## src/rtl/map_bus_arbiter.sv

```systemverilog
// Arbitrates a set of cartridge mapper channels onto one shared ROM/BSRAM/CPU bus.
// Channel changes go through a drain phase and a single neutral bus cycle.
module map_bus_arbiter #(
    parameter int NCH    = 6,
    parameter int AW     = 24,
    parameter int BW     = 20,
    parameter int DEF_CH = NCH,
    parameter int TMO    = 15
) (
    input  logic                  mclk,
    input  logic                  rst_n,
    input  logic [NCH-1:0]        map_active,
    input  logic [(NCH+1)*8-1:0]  ch_do,
    input  logic [NCH:0]          ch_irq_n,
    input  logic [(NCH+1)*AW-1:0] ch_rom_addr,
    input  logic [(NCH+1)*16-1:0] ch_rom_d,
    input  logic [NCH:0]          ch_rom_ce_n,
    input  logic [NCH:0]          ch_rom_oe_n,
    input  logic [NCH:0]          ch_rom_we_n,
    input  logic [NCH:0]          ch_rom_word,
    input  logic [(NCH+1)*BW-1:0] ch_bsram_addr,
    input  logic [(NCH+1)*8-1:0]  ch_bsram_d,
    input  logic [NCH:0]          ch_bsram_ce_n,
    input  logic [NCH:0]          ch_bsram_oe_n,
    input  logic [NCH:0]          ch_bsram_we_n,
    output logic [7:0]            di,
    output logic                  irq_n,
    output logic [AW-1:0]         rom_addr,
    output logic [15:0]           rom_d,
    output logic                  rom_ce_n,
    output logic                  rom_oe_n,
    output logic                  rom_we_n,
    output logic                  rom_word,
    output logic [BW-1:0]         bsram_addr,
    output logic [7:0]            bsram_d,
    output logic                  bsram_ce_n,
    output logic                  bsram_oe_n,
    output logic                  bsram_we_n,
    output logic [3:0]            sel,
    output logic                  switching,
    output logic                  conflict
);

    localparam int SELW = $clog2(NCH + 1);

    typedef enum logic [1:0] {RUN, DRAIN, BLANK} state_t;

    state_t          state_q, state_d;
    logic [SELW-1:0] sel_q, sel_d;
    logic [7:0]      cnt_q, cnt_d;
    logic            conflict_q, conflict_d;

    logic [SELW-1:0] target;
    logic [SELW-1:0] hitIdx;
    logic [4:0]      hitCount;
    logic            multiHit;
    logic [7:0]      cntInc;
    logic            selIdle;
    logic            blankBus;
    int              selIdx;

    always_comb begin
        hitCount = 5'd0;
        hitIdx   = '0;
        for (int i = 0; i < NCH; i++) begin
            if (map_active[i]) begin
                hitCount = hitCount + 5'd1;
                hitIdx   = SELW'(i);
            end
        end
        target   = (hitCount == 5'd1) ? hitIdx : SELW'(DEF_CH);
        multiHit = (hitCount > 5'd1);
    end

    assign selIdx  = int'(sel_q);
    assign selIdle = ch_rom_ce_n[selIdx] & ch_bsram_ce_n[selIdx];
    assign cntInc  = (cnt_q >= 8'(TMO)) ? 8'(TMO) : cnt_q + 8'd1;

    always_comb begin
        state_d    = state_q;
        sel_d      = sel_q;
        cnt_d      = cnt_q;
        conflict_d = conflict_q | multiHit;
        case (state_q)
            RUN: begin
                if (target != sel_q) begin
                    state_d = DRAIN;
                    cnt_d   = 8'd0;
                end
            end
            DRAIN: begin
                cnt_d = cntInc;
                // A request that falls back to the current owner cancels the switch.
                if (target == sel_q) begin
                    state_d = RUN;
                    cnt_d   = 8'd0;
                end else if (selIdle || cntInc == 8'(TMO)) begin
                    state_d = BLANK;
                end
            end
            BLANK: begin
                sel_d   = target;
                cnt_d   = 8'd0;
                state_d = RUN;
            end
            default: begin
                state_d = RUN;
                cnt_d   = 8'd0;
            end
        endcase
    end

    always_ff @(posedge mclk or negedge rst_n) begin
        if (!rst_n) begin
            state_q    <= RUN;
            sel_q      <= SELW'(DEF_CH);
            cnt_q      <= 8'd0;
            conflict_q <= 1'b0;
        end else begin
            state_q    <= state_d;
            sel_q      <= sel_d;
            cnt_q      <= cnt_d;
            conflict_q <= conflict_d;
        end
    end

    // Reset is folded in combinationally so the bus goes neutral the moment rst_n drops.
    assign blankBus = (state_q == BLANK) || !rst_n;

    always_comb begin
        di         = 8'd0;
        irq_n      = 1'b1;
        rom_addr   = '0;
        rom_d      = 16'd0;
        rom_ce_n   = 1'b1;
        rom_oe_n   = 1'b1;
        rom_we_n   = 1'b1;
        rom_word   = 1'b0;
        bsram_addr = '0;
        bsram_d    = 8'd0;
        bsram_ce_n = 1'b1;
        bsram_oe_n = 1'b1;
        bsram_we_n = 1'b1;
        if (!blankBus) begin
            di         = ch_do[selIdx*8 +: 8];
            irq_n      = ch_irq_n[selIdx];
            rom_addr   = ch_rom_addr[selIdx*AW +: AW];
            rom_d      = ch_rom_d[selIdx*16 +: 16];
            rom_ce_n   = ch_rom_ce_n[selIdx];
            rom_oe_n   = ch_rom_oe_n[selIdx];
            rom_we_n   = ch_rom_we_n[selIdx];
            rom_word   = ch_rom_word[selIdx];
            bsram_addr = ch_bsram_addr[selIdx*BW +: BW];
            bsram_d    = ch_bsram_d[selIdx*8 +: 8];
            bsram_ce_n = ch_bsram_ce_n[selIdx];
            bsram_oe_n = ch_bsram_oe_n[selIdx];
            bsram_we_n = ch_bsram_we_n[selIdx];
        end
    end

    assign sel       = 4'(sel_q);
    assign switching = (state_q != RUN);
    assign conflict  = conflict_q;

endmodule

```

## config.mk

```make
export PLATFORM = sky130hd
export DESIGN_NAME = map_bus_arbiter
export DESIGN_NICKNAME = d
export VERILOG_FILES = /design/src/rtl/map_bus_arbiter.sv
export SDC_FILE = /design/constraint.sdc
export NUM_CORES = 1
export LEC_CHECK = 0
export ABC_AREA = 1
export ABC_CLOCK_PERIOD_IN_PS = 3400
export CAP_MARGIN = 40
export CORE_AREA = 4 4 262 264
export DETAILED_ROUTE_END_ITERATION = 12
export DIE_AREA = 0 0 266 268
export GPL_TIMING_DRIVEN = 1
export PLACE_DENSITY = 0.36
export SYNTH_ARGS = -nofsm -noshare
export SYNTH_HDL_FRONTEND = slang
export SYNTH_SLANG_ARGS = --single-unit
```

## constraint.sdc

```tcl
create_clock -name mclk -period 3.4 [get_ports mclk]
set_clock_uncertainty 0.2 [all_clocks]
set_input_delay 0.68 -clock mclk [delete_from_list [all_inputs] [get_ports mclk]]
set_output_delay 0.68 -clock mclk [all_outputs]
set_load 0.05 [all_outputs]
```

* Yosys cells after proc, flatten, opt, wreduce, memory -nomap -nowiden
Index checks and enable logic that the tools add are counted.
** Cells by class
- Shifts and indexed selects :: 5
- Multiplexer cells :: 49
- Reductions and logical operators :: 6
- Magnitude comparators :: 3
- Add/sub/neg operators :: 6
- Equality and inequality tests :: 8
- Bitwise logic cells :: 2
- $mul :: 2
** Operator list (number)
- variable part select 168 x 9 -> 24 bit :: 1
- variable part select 140 x 9 -> 20 bit :: 1
- variable part select 112 x 8 -> 16 bit :: 1
- variable part select 56 x 7 -> 8 bit :: 2
- two-way mux 8 bit :: 5
- adder 5 x 1 -> 5 bit, second input constant :: 5
- two-way mux 5 bit :: 5
- binary-select mux 1 bit (select 3 bit) :: 8
- two-way mux 24 bit :: 1
- two-way mux 20 bit :: 1
- two-way mux 1 bit :: 18
- two-way mux 16 bit :: 1
- case mux 8 bit (2 select lines) :: 1
- two-way mux 2 bit :: 5
- two-way mux 3 bit :: 3
- adder 8 x 1 -> 8 bit, second input constant :: 1
- == test 8 x 4 -> 1 bit, second input constant :: 1
- greater-or-equal comparator 8 x 4 -> 1 bit, second input constant :: 1
- multiplier 3 x 3 -> 6 bit, second input constant :: 1
- == test 5 x 1 -> 1 bit, second input constant :: 1
- greater-than comparator 5 x 1 -> 1 bit, second input constant :: 1
- multiplier 3 x 2 -> 5 bit, second input constant :: 1
- less-than comparator 3 x 4 -> 1 bit, second input constant :: 1
- case mux 2 bit (2 select lines) :: 1
- other kinds (13) :: 14
** Storage, ports and cells
- Word-level logic and storage cells :: 85
- Register bits after elaboration :: 14
- Output and inout bits :: 90
- Input bits :: 596

* Longest topological paths before layout
Gate-level depths: netlist (run 1).
- Depth after elaboration :: 16
- Mapped depth :: 23
- Mapped depth without buffers :: 23

* Worst setup path after synthesis (run 1)
Ideal clock, no wire load.
- Kind :: reg2out
- Start point :: reg sel_q[0]
- End point :: out di[7]
- Arrival time :: 2863 ps
- Data required time :: 2520 ps
- Stages on the path, launching flop included :: 9
- Slack :: -343 ps
- Path buffers :: 4
- Cell sequence :: dfrtp_1 > buf_2 > clkbuf_1 > clkbuf_1 > clkbuf_1 > nor2_1 > nor2_1 > o21ai_0 > a31oi_1
** Between the ends
- Cells in the longest elaborated chain, start to end :: 2
** Ends and longest elaborated chain
- start, declared :: line 49 : logic [SELW-1:0] sel_q, sel_d;
- start signal, assigned :: line 116 : sel_q <= SELW'(DEF_CH);
- start signal, assigned :: line 121 : sel_q <= sel_d;
- variable part select 56 x 7 -> 8 bit :: line 145 : di = ch_do[selIdx*8 +: 8];
- two-way mux 8 bit :: line 144 : if (!blankBus) begin
- end, declared :: line 26 : output logic [7:0] di,
Every way passes these cells.

* Worst setup path after layout (run 1)
- Start point :: in map_active[1]
- End point :: reg cnt_q[3]
** Between the ends
- Cells in the longest elaborated chain, start to end :: 14
- Elaborated cells on any way between the ends :: 21
- Classes of those cells :: add/sub: 4; eq/ne: 4; mux: 13
** Ends and longest elaborated chain
- start, declared :: line 12 : input logic [NCH-1:0] map_active,
- two-way mux 5 bit :: line 66 : if (map_active[i]) begin
- adder 5 x 1 -> 5 bit :: line 67 : hitCount = hitCount + 5'd1;
- two-way mux 5 bit :: line 66
- adder 5 x 1 -> 5 bit :: line 67
- two-way mux 5 bit :: line 66
- adder 5 x 1 -> 5 bit :: line 67
- two-way mux 5 bit :: line 66
- adder 5 x 1 -> 5 bit :: line 67
- two-way mux 5 bit :: line 66
- == test 5 x 1 -> 1 bit :: line 71 : target = (hitCount == 5'd1) ? hitIdx : SELW'(DEF_CH);
- two-way mux 3 bit * :: line 71
- == test 3 bit :: line 94 : if (target == sel_q) begin
- two-way mux 8 bit :: line 94
- case mux 8 bit (2 select lines) :: line 84 : case (state_q)
- end signal, assigned :: line 122 : cnt_q <= cnt_d;
- end, declared :: line 50 : logic [7:0] cnt_q, cnt_d;
Every way passes the cells marked *; elsewhere a longest branch is shown, timed or not.
A chain may end at the register's enable or synchronous reset.

==> reports/summary.txt, run 1 <==
OUTCOME
-------------------------------------------------------------------------------------
Status                                                                   finished clean

FINISH
-------------------------------------------------------------------------------------
Fill cells                                                                       7363
Net total in the final layout                                                    2593
Register cell area after layout                                             360.3 µm²
Area delta synth->final                                                        163.5%
Final instance area                                                         16980 µm²
Fraction of final layout cells sized beyond drive strength 1                   17.09%
Multi-input gate area in the final layout                                    6768 µm²
Commonest cells after routing, fill and taps aside                       596 x sky130_fd_sc_hd__clkdlybuf4s50_1, 417 x sky130_fd_sc_hd__nor2_1, 416 x sky130_fd_sc_hd__o21ai_0
Leading cell type in the layout, fill and taps excluded                  sky130_fd_sc_hd__clkdlybuf4s50_1

SYNTHESIS
-------------------------------------------------------------------------------------
Average size of a mapped cell                                               4.854 µm²
Number of enable-type register cells in the synthesized netlist                     0
Synthesized net count                                                            1930
Cell Area, Synth                                                             6441 µm²
Prevailing post-synth register cell                                      sky130_fd_sc_hd__dfrtp_1
Sequential area share after synthesis                                          5.478%
Number of distinct library cells after synthesis                                   35
Post-synth ARST share                                                          100.0%
Number of synthesized register bits                                                14
Warnings, synthesis                                                                 0
Cells after Synth                                                                1327

PLACE
-------------------------------------------------------------------------------------
HPWL Detailed                                                                47.33 mm
Routability cong.                                                              0.9030
Placement Cell Area                                                         16670 µm²
IO buf count                                                                      684

CRITICAL PATH
-------------------------------------------------------------------------------------
Slowest Stage Delay on Critical Path                                          0.26 ns
Worst Setup End Kind                                                             flop
Library cell appearing most often on the critical path                   sky130_fd_sc_hd__nand2_1
Crit Path Class                                                                in2reg
Data arrival time of the critical path                                        3.30 ns
Req. time, crit path                                                          3.33 ns
CP top delay family                                                      simple AND/OR/NAND/NOR gates
Slowest library cell on the worst path                                   sky130_fd_sc_hd__ha_4
CP startpoint kind                                                         input port
Logic depth of the worst setup path including buffers                              23
Crit path cell chain                                                     buf_8 -> inv_6 -> ha_4 -> nand2_2 -> inv_2 -> nor2_4 -> ha_4 -> or2_4 -> nand3_2 -> nand2_1 -> nand2_1 -> nand2_2 -> ha_4 -> nand2_4 -> nand2_4 -> nor2_4 -> nand2_4 -> nor2_8 -> nand4_1 -> nand2_1 -> nand3_4 -> nand3_2 -> nand2_1
Worst-path fanout max                                                               7
Depth of the worst register-to-register path                                        9
WP buf/inv                                                                          3

POWER AND IR DROP
-------------------------------------------------------------------------------------
Power per cell area                                                      280.2 nW/µm²
Maximum vdd ir drop                                                          193.7 µV
Pleak                                                                        5.778 nW

FLOORPLANNING
-------------------------------------------------------------------------------------
Number of primary I/O pins                                                        686
Die outline width                                                              266 µm
Die Height                                                                     268 µm
Placeable core region                                                       66560 µm²
Initial core utilization                                                       9.677%
Die Outline Area                                                            71290 µm²
# rows                                                                             95

TIMING
-------------------------------------------------------------------------------------
Worst-Margin Slew                                                           0.6908 ns
Sum of negative setup slack                                                      0 ns
RSZ-0062 raised after global routing                                              yes
Minimum period implied by the final worst setup slack                        3.370 ns
Final number of max-transition violations                                           0
Endpoints failing setup                                                             0
Highest achievable clock rate                                               296.8 MHz
Final Hold Viols                                                                    0
Worst slew slack as a fraction of its limit                                    53.46%
Hold Slack                                                                  0.2756 ns
Final period util                                                              99.10%

CLOCKING
-------------------------------------------------------------------------------------
Clock-pin slew of the registers on the worst-case setup and hold paths        0.05 ns
# clock sinks                                                                      14
Source-to-sink clock delay at the later pin of the worst-skew pair            0.24 ns
Clock root buffer master                                                 sky130_fd_sc_hd__clkbuf_16
Clock H-tree levels                                                                 1
CTS tree                                                                        built
Clock buffer count from CTS                                                         3
Bufs on Longest Clock Path                                                          2

RUN
-------------------------------------------------------------------------------------
# Max-Cap Violations                                                                0

GLOBAL ROUTE
-------------------------------------------------------------------------------------
Antenna violations before repair                                                    5
Largest net degree at the start of global routing                                  68
Number of global-route vias before repair                                       12110
Global-route wire length before repair                                       80.23 mm
Aggregate global-route resource usage                                          14.60%
Total overflow reported by the global router                                        0

DETAILED ROUTING
-------------------------------------------------------------------------------------
Number of optimization iterations in the first detailed-route pass                  5
Via density                                                                     4.148
Overall routed net length                                                    57.34 mm
Remaining number of nets flagged by the antenna check after routing                 0
DRC violation total after the first TritonRoute iteration                         661
Count of unresolved DRC violations after routing                                    0
Average wire per cell in the routed design                                   20.02 µm
Routed via count                                                                11890

WORST HOLD PATH
-------------------------------------------------------------------------------------
Instance count along the most critical hold path                                    2
Hold/Removal Path Class                                                       reg2reg

cell usage after synthesis (2+ instances only):
| cell | count | area [µm²] |
|---|---|---|
| sky130_fd_sc_hd__nand4_1 | 11 | 68.82 |
| sky130_fd_sc_hd__buf_2 | 3 | 15.01 |
| sky130_fd_sc_hd__nor2_1 | 421 | 1580 |
| sky130_fd_sc_hd__inv_2 | 4 | 15.01 |
| sky130_fd_sc_hd__ha_1 | 7 | 87.58 |
| sky130_fd_sc_hd__inv_1 | 25 | 93.84 |
| sky130_fd_sc_hd__nor2_2 | 2 | 12.51 |
| sky130_fd_sc_hd__or2_2 | 2 | 12.51 |
| sky130_fd_sc_hd__nand2_2 | 14 | 87.58 |
| sky130_fd_sc_hd__a31oi_1 | 77 | 481.7 |
| sky130_fd_sc_hd__o221ai_1 | 2 | 17.52 |
| sky130_fd_sc_hd__buf_4 | 2 | 15.01 |
| sky130_fd_sc_hd__nand3_4 | 2 | 35.03 |
| sky130_fd_sc_hd__nand2_1 | 60 | 225.2 |
| sky130_fd_sc_hd__o21ai_0 | 422 | 2112 |
| sky130_fd_sc_hd__o22ai_1 | 5 | 31.28 |
| sky130_fd_sc_hd__buf_1 | 17 | 63.81 |
| sky130_fd_sc_hd__a21oi_1 | 2 | 10.01 |
| sky130_fd_sc_hd__dfstp_2 | 2 | 52.55 |
| sky130_fd_sc_hd__nand3_2 | 4 | 40.04 |
| sky130_fd_sc_hd__clkbuf_1 | 110 | 412.9 |
| sky130_fd_sc_hd__nand3_1 | 108 | 540.5 |
| sky130_fd_sc_hd__nand2_4 | 2 | 22.52 |
| sky130_fd_sc_hd__dfrtp_1 | 12 | 300.3 |
final cells by class:
class	count	share of cell area [%]
Clock buffer	4	0.5233
Multi-Input combinational cell	1150	39.87
Timing Repair Buffer	790	50.15
Sequential cell	14	2.123
Inverter	31	0.8550
Antenna cell	3	0.04423
Tap cell	873	6.435
kinds of logic (layout without fill, tap and decap cells):
family | count (synthesis) | in the layout | synth area share, %
and+or+nand+nor | 630 | 630 | 41.57
buffers and inverters | 163 | 825 | 9.693
AOI/OAI and AO/OA | 510 | 510 | 41.45
xor gates and xnor gates | 2 | 2 | 0.3886
DFF | 14 | 14 | 5.478
other | 1 | 4 | 0.05822
adders and majority gates | 7 | 7 | 1.360
timing repair:
item | 4_1_cts | 5_1_grt
gates resized for setup | 23 | 27
hold buffers | 0 | 0
pin swaps | 17 | 20
setup buffers | 6 | 6
setup endpoints to repair | 18 | 14
routing by layer:
metal	global-route usage, %	wire [µm]	up-vias
li1	-	-	5903
met2	27.29	29900	442
met4	2.642	1031	0
met1	17.32	22620	5506
met5	0	0	-
met3	3.104	3790	34
flip-flops by register name (all words and copies together), names as in the netlist:
signal and cells:
cnt_q 8, state_q 2, sel_q 3, conflict 1
worst reg2reg max path: cells and delay by family (launching register included):
family | cells | cell delay (ns)
DFF | 1 | 0.52
buffers and inverters | 2 | 0.49
and+or+nand+nor | 3 | 0.45
AOI/OAI and AO/OA | 4 | 0.89
through the flow:
step | setup slack, ns | std cells | utilization, % | power [mW]
3_5_place_dp | -0.6837 | 2847 | 25.04 | 4.470
2_1_floorplan | -0.07414 | 1327 | - | 2.379
4_1_cts | 0.006245 | 2857 | 25.30 | 4.771
3_3_place_gp | -0.6611 | 2847 | 25.04 | 4.475
5_1_grt | -0.1301 | 2863 | 25.49 | 5.100
6_report | 0.03045 | 2865 | 25.50 | 4.756
report_power, final:
group	switching (mW)	internal (mW)	total (mW)
combinational	2.38	1.88	4.26
sequential	0.0478	0.206	0.254
clock	0.0672	0.178	0.245
total	2.49	2.26	4.76
path summary, 6_finish.rpt:
check,from,to,slack (ns)
max in group asynchronous,rst_n,sel_q[1]$_DFFE_PN1P_,2.16
hold / removal,conflict$_DFF_PN0_,conflict$_DFF_PN0_,0.28
min in group asynchronous,rst_n,conflict$_DFF_PN0_,0.60
hold reg to reg,conflict$_DFF_PN0_,conflict$_DFF_PN0_,0.28
setup / recovery,map_active[1],cnt_q[3]$_DFFE_PN0P_,0.03
setup reg to reg,sel_q[0]$_DFFE_PN0P_,state_q[0]$_DFFE_PN0P_,0.74
No activity file was read; power rests on OpenSTA's default activity.
==> inputs of run 2 (changes only) <==
==> constraint.sdc (replaced) <==
create_clock -name mclk -period 3.4 [get_ports mclk]
set_clock_uncertainty 0.2 [all_clocks]
set_input_delay 0.51 -clock mclk [delete_from_list [all_inputs] [get_ports mclk]]
set_output_delay 0.51 -clock mclk [all_outputs]
set_load 0.05 [all_outputs]
==> run 2 against run 1 <==
Compared with the run above:
- die area did not move
- critical path depth down 16
- first-iteration DRC count is 0.15% lower
- via count fell by 1.8%
- setup slack better by 0.11 ns
- maximum frequency is 3.4% higher
- power decreased by 7.0%
- critical endpoint is now bsram_addr[17]
- count of clock-buffer cells in the layout unchanged
- sequential cell count is the same
- cell area fell by 5.3%
- combinational power shrank 7.7%
==> reports/summary.txt, run 2 (synthesis gave the netlist of run 1 again) <==
OUTCOME
-------------------------------------------------------------------------------------
Status                                                                   finished clean

CRITICAL PATH
-------------------------------------------------------------------------------------
WP buf/inv                                                                          3   unchanged
Slowest library cell on the worst path                                   sky130_fd_sc_hd__o21ai_0
Req. time, crit path                                                          2.69 ns   -0.64 ns
Endpoint of the worst register-to-register path                          state_q[0]$_DFFE_PN0P_
Library cell appearing most often on the critical path                   sky130_fd_sc_hd__o21ai_0
Source of the worst register-to-register timing path                     sel_q[0]$_DFFE_PN0P_
Data arrival time of the critical path                                        2.55 ns   -0.75 ns
CP startpoint kind                                                               flop
Worst Setup End Kind                                                     primary output
Crit path cell chain                                                     buf_12 -> buf_4 -> o21ai_0 -> o21ai_0 -> o21ai_0 -> a31oi_2 -> buf_12
First element of the critical path                                       sel_q[0]$_DFFE_PN0P_
R2r setup slk                                                                 0.68 ns   -0.06 ns
Crit Path Class                                                               reg2out
Last element of the critical path                                        bsram_addr[17]
Logic depth of the worst setup path including buffers                               7   -70%
Worst-path fanout max                                                              44   +37
Depth of the worst register-to-register path                                        8   -1
CP top delay family                                                      compound AO/OA/AOI/OAI gates
Slowest Stage Delay on Critical Path                                          0.59 ns   +0.33 ns

DETAILED ROUTING
-------------------------------------------------------------------------------------
Remaining number of nets flagged by the antenna check after routing                 0   unchanged
Count of unresolved DRC violations after routing                                    0   unchanged
Via density                                                                     4.107   -1.0%
Average wire per cell in the routed design                                   19.82 µm   -0.96%
Overall routed net length                                                    56.32 mm   -1.8%
Routed via count                                                                11670   -1.8%
DRC violation total after the first TritonRoute iteration                         660   -0.15%
Number of optimization iterations in the first detailed-route pass                  5   unchanged

POWER AND IR DROP
-------------------------------------------------------------------------------------
Tot Pwr                                                                      4.425 mW   -7.0%
Maximum vdd ir drop                                                          193.4 µV   -0.19%
Power per cell area                                                      275.4 nW/µm²   -1.7%
Pleak                                                                        5.586 nW   -3.3%

CLOCKING
-------------------------------------------------------------------------------------
CTS tree                                                                        built
Clock buffer count from CTS                                                         3   unchanged
Bufs on Longest Clock Path                                                          2   unchanged
Clock-pin slew of the registers on the worst-case setup and hold paths        0.05 ns   about the same
Source-to-sink clock delay at the later pin of the worst-skew pair            0.24 ns   about the same
# clock sinks                                                                      14   unchanged
Clock root buffer master                                                 sky130_fd_sc_hd__clkbuf_16
Clock H-tree levels                                                                 1   unchanged
Hold-fix buffers at CTS                                                             0   unchanged

TIMING
-------------------------------------------------------------------------------------
Highest achievable clock rate                                               306.7 MHz   +3.4%
Final period util                                                              95.89%   -3.2 points
Final number of max-transition violations                                           0   unchanged
Final Hold Viols                                                                    0   unchanged
Hold Slack                                                                  0.2581 ns   -0.01751 ns
Sum of negative setup slack                                                      0 ns   unchanged
Worst slew slack as a fraction of its limit                                    51.75%   -1.7 points
Worst-Margin Slew                                                           0.7162 ns   +0.02540 ns
Minimum period implied by the final worst setup slack                        3.260 ns   -0.1093 ns
Slack of the critical path                                                  0.1398 ns   +0.1093 ns
Endpoints failing setup                                                             0   unchanged

FINISH
-------------------------------------------------------------------------------------
Final std cells w/o fill                                                         2841   -0.84%
Leading cell type in the layout, fill and taps excluded                  sky130_fd_sc_hd__clkdlybuf4s50_1
Area delta synth->final                                                        149.5%
Final instance area                                                         16070 µm²   -5.3%
Largest reg by FF count                                                         cnt_q
Net total in the final layout                                                    2565   -1.1%
Largest regs                                                             cnt_q x8, sel_q x3, state_q x2
Commonest cells after routing, fill and taps aside                       596 x sky130_fd_sc_hd__clkdlybuf4s50_1, 422 x sky130_fd_sc_hd__o21ai_0, 416 x sky130_fd_sc_hd__nor2_1
Max reg flops                                                                       8   unchanged
Utilization after layout                                                       24.14%   -1.4 points
Fraction of final layout cells sized beyond drive strength 1                   15.66%   -1.4 points

FLOORPLANNING
-------------------------------------------------------------------------------------
Number of primary I/O pins                                                        686   unchanged
Placeable core region                                                       66560 µm²   unchanged
Die Height                                                                     268 µm   unchanged
# rows                                                                             95   unchanged
Die outline width                                                              266 µm   unchanged
Initial core utilization                                                       9.677%   unchanged
Die Outline Area                                                            71290 µm²   unchanged

GLOBAL ROUTE
-------------------------------------------------------------------------------------
Antenna violations before repair                                                    6   +1
Number of global-route vias before repair                                       12070   -0.35%
Aggregate global-route resource usage                                          14.39%   -0.21 points
Largest net degree at the start of global routing                                  68   unchanged
Global-route wire length before repair                                       78.96 mm   -1.6%
Total overflow reported by the global router                                        0   unchanged

PLACE
-------------------------------------------------------------------------------------
Routability cong.                                                              0.9116   +0.95%
Number of cells after detailed placement                                         2826   -0.74%
IO buf count                                                                      684   unchanged
HPWL Detailed                                                                46.15 mm   -2.5%
Placement Cell Area                                                         15830 µm²   -5.1%
Place WS                                                                   -0.7370 ns   -0.05332 ns

WORST HOLD PATH
-------------------------------------------------------------------------------------
Hold/Removal Path Class                                                       reg2reg

RUN
-------------------------------------------------------------------------------------
# Max-Cap Violations                                                                0   unchanged

-- run 2: cell type report --
class / count / area [µm²]
antenna: 7 / 17.52
sequential: 14 / 360.3
timing repair buffer: 762 / 8305
clock buffer: 4 / 88.84
multi-input combinational: 1150 / 6067
inverter: 31 / 137.6
fill: 7499 / 50490
tap: 873 / 1092
-- run 2: worst min-delay path by stage --
stage / slack, ns / depth (start not counted) / endpoint / start
final: 0.26 / 2 / conflict$_DFF_PN0_ / conflict$_DFF_PN0_
after global routing: 0.30 / 2 / cnt_q[4]$_DFFE_PN0P_ / cnt_q[4]$_DFFE_PN0P_
after CTS: 0.27 / 2 / conflict$_DFF_PN0_ / conflict$_DFF_PN0_
after detailed placement: 0.25 / 2 / conflict$_DFF_PN0_ / conflict$_DFF_PN0_
after global placement: 0.26 / 2 / conflict$_DFF_PN0_ / conflict$_DFF_PN0_
after floorplan: 0.01 / 0 / cnt_q[0]$_DFFE_PN0P_ / rst_n
-- run 2: what timing repair did --
item / 4_1_cts / 5_1_grt
resized for setup: 15 / 20
endpoints found under the setup margin: 14 / 11
pin swaps: 7 / 13
buffers inserted: 2 / 2
cloned: 0 / 0
-- run 2: layer usage --
metal	routed length, µm	vias to the layer above	share of wire, %	track usage, %
met1	22450	5296	40	17.23
met2	28660	471	51	26.36
met3	3761	52	6.7	3.086
met4	1421	4	2.5	3.224
li1	-	5845	-	-
met5	27	-	0.048	0
-- run 2: worst reg2reg max path: cells and delay by family, from the launching register on --
kind | cells | cell delay, ns
buf+inv | 1 | 0.19
compound gates | 4 | 1.38
flops | 1 | 0.53
simple gates | 3 | 0.36
-- run 2: where the power goes --
part	switching, mW	internal [mW]	total [mW]
registers	0.0427	0.206	0.249
logic	2.18	1.76	3.93
clock network	0.0666	0.178	0.245
total	2.29	2.14	4.43
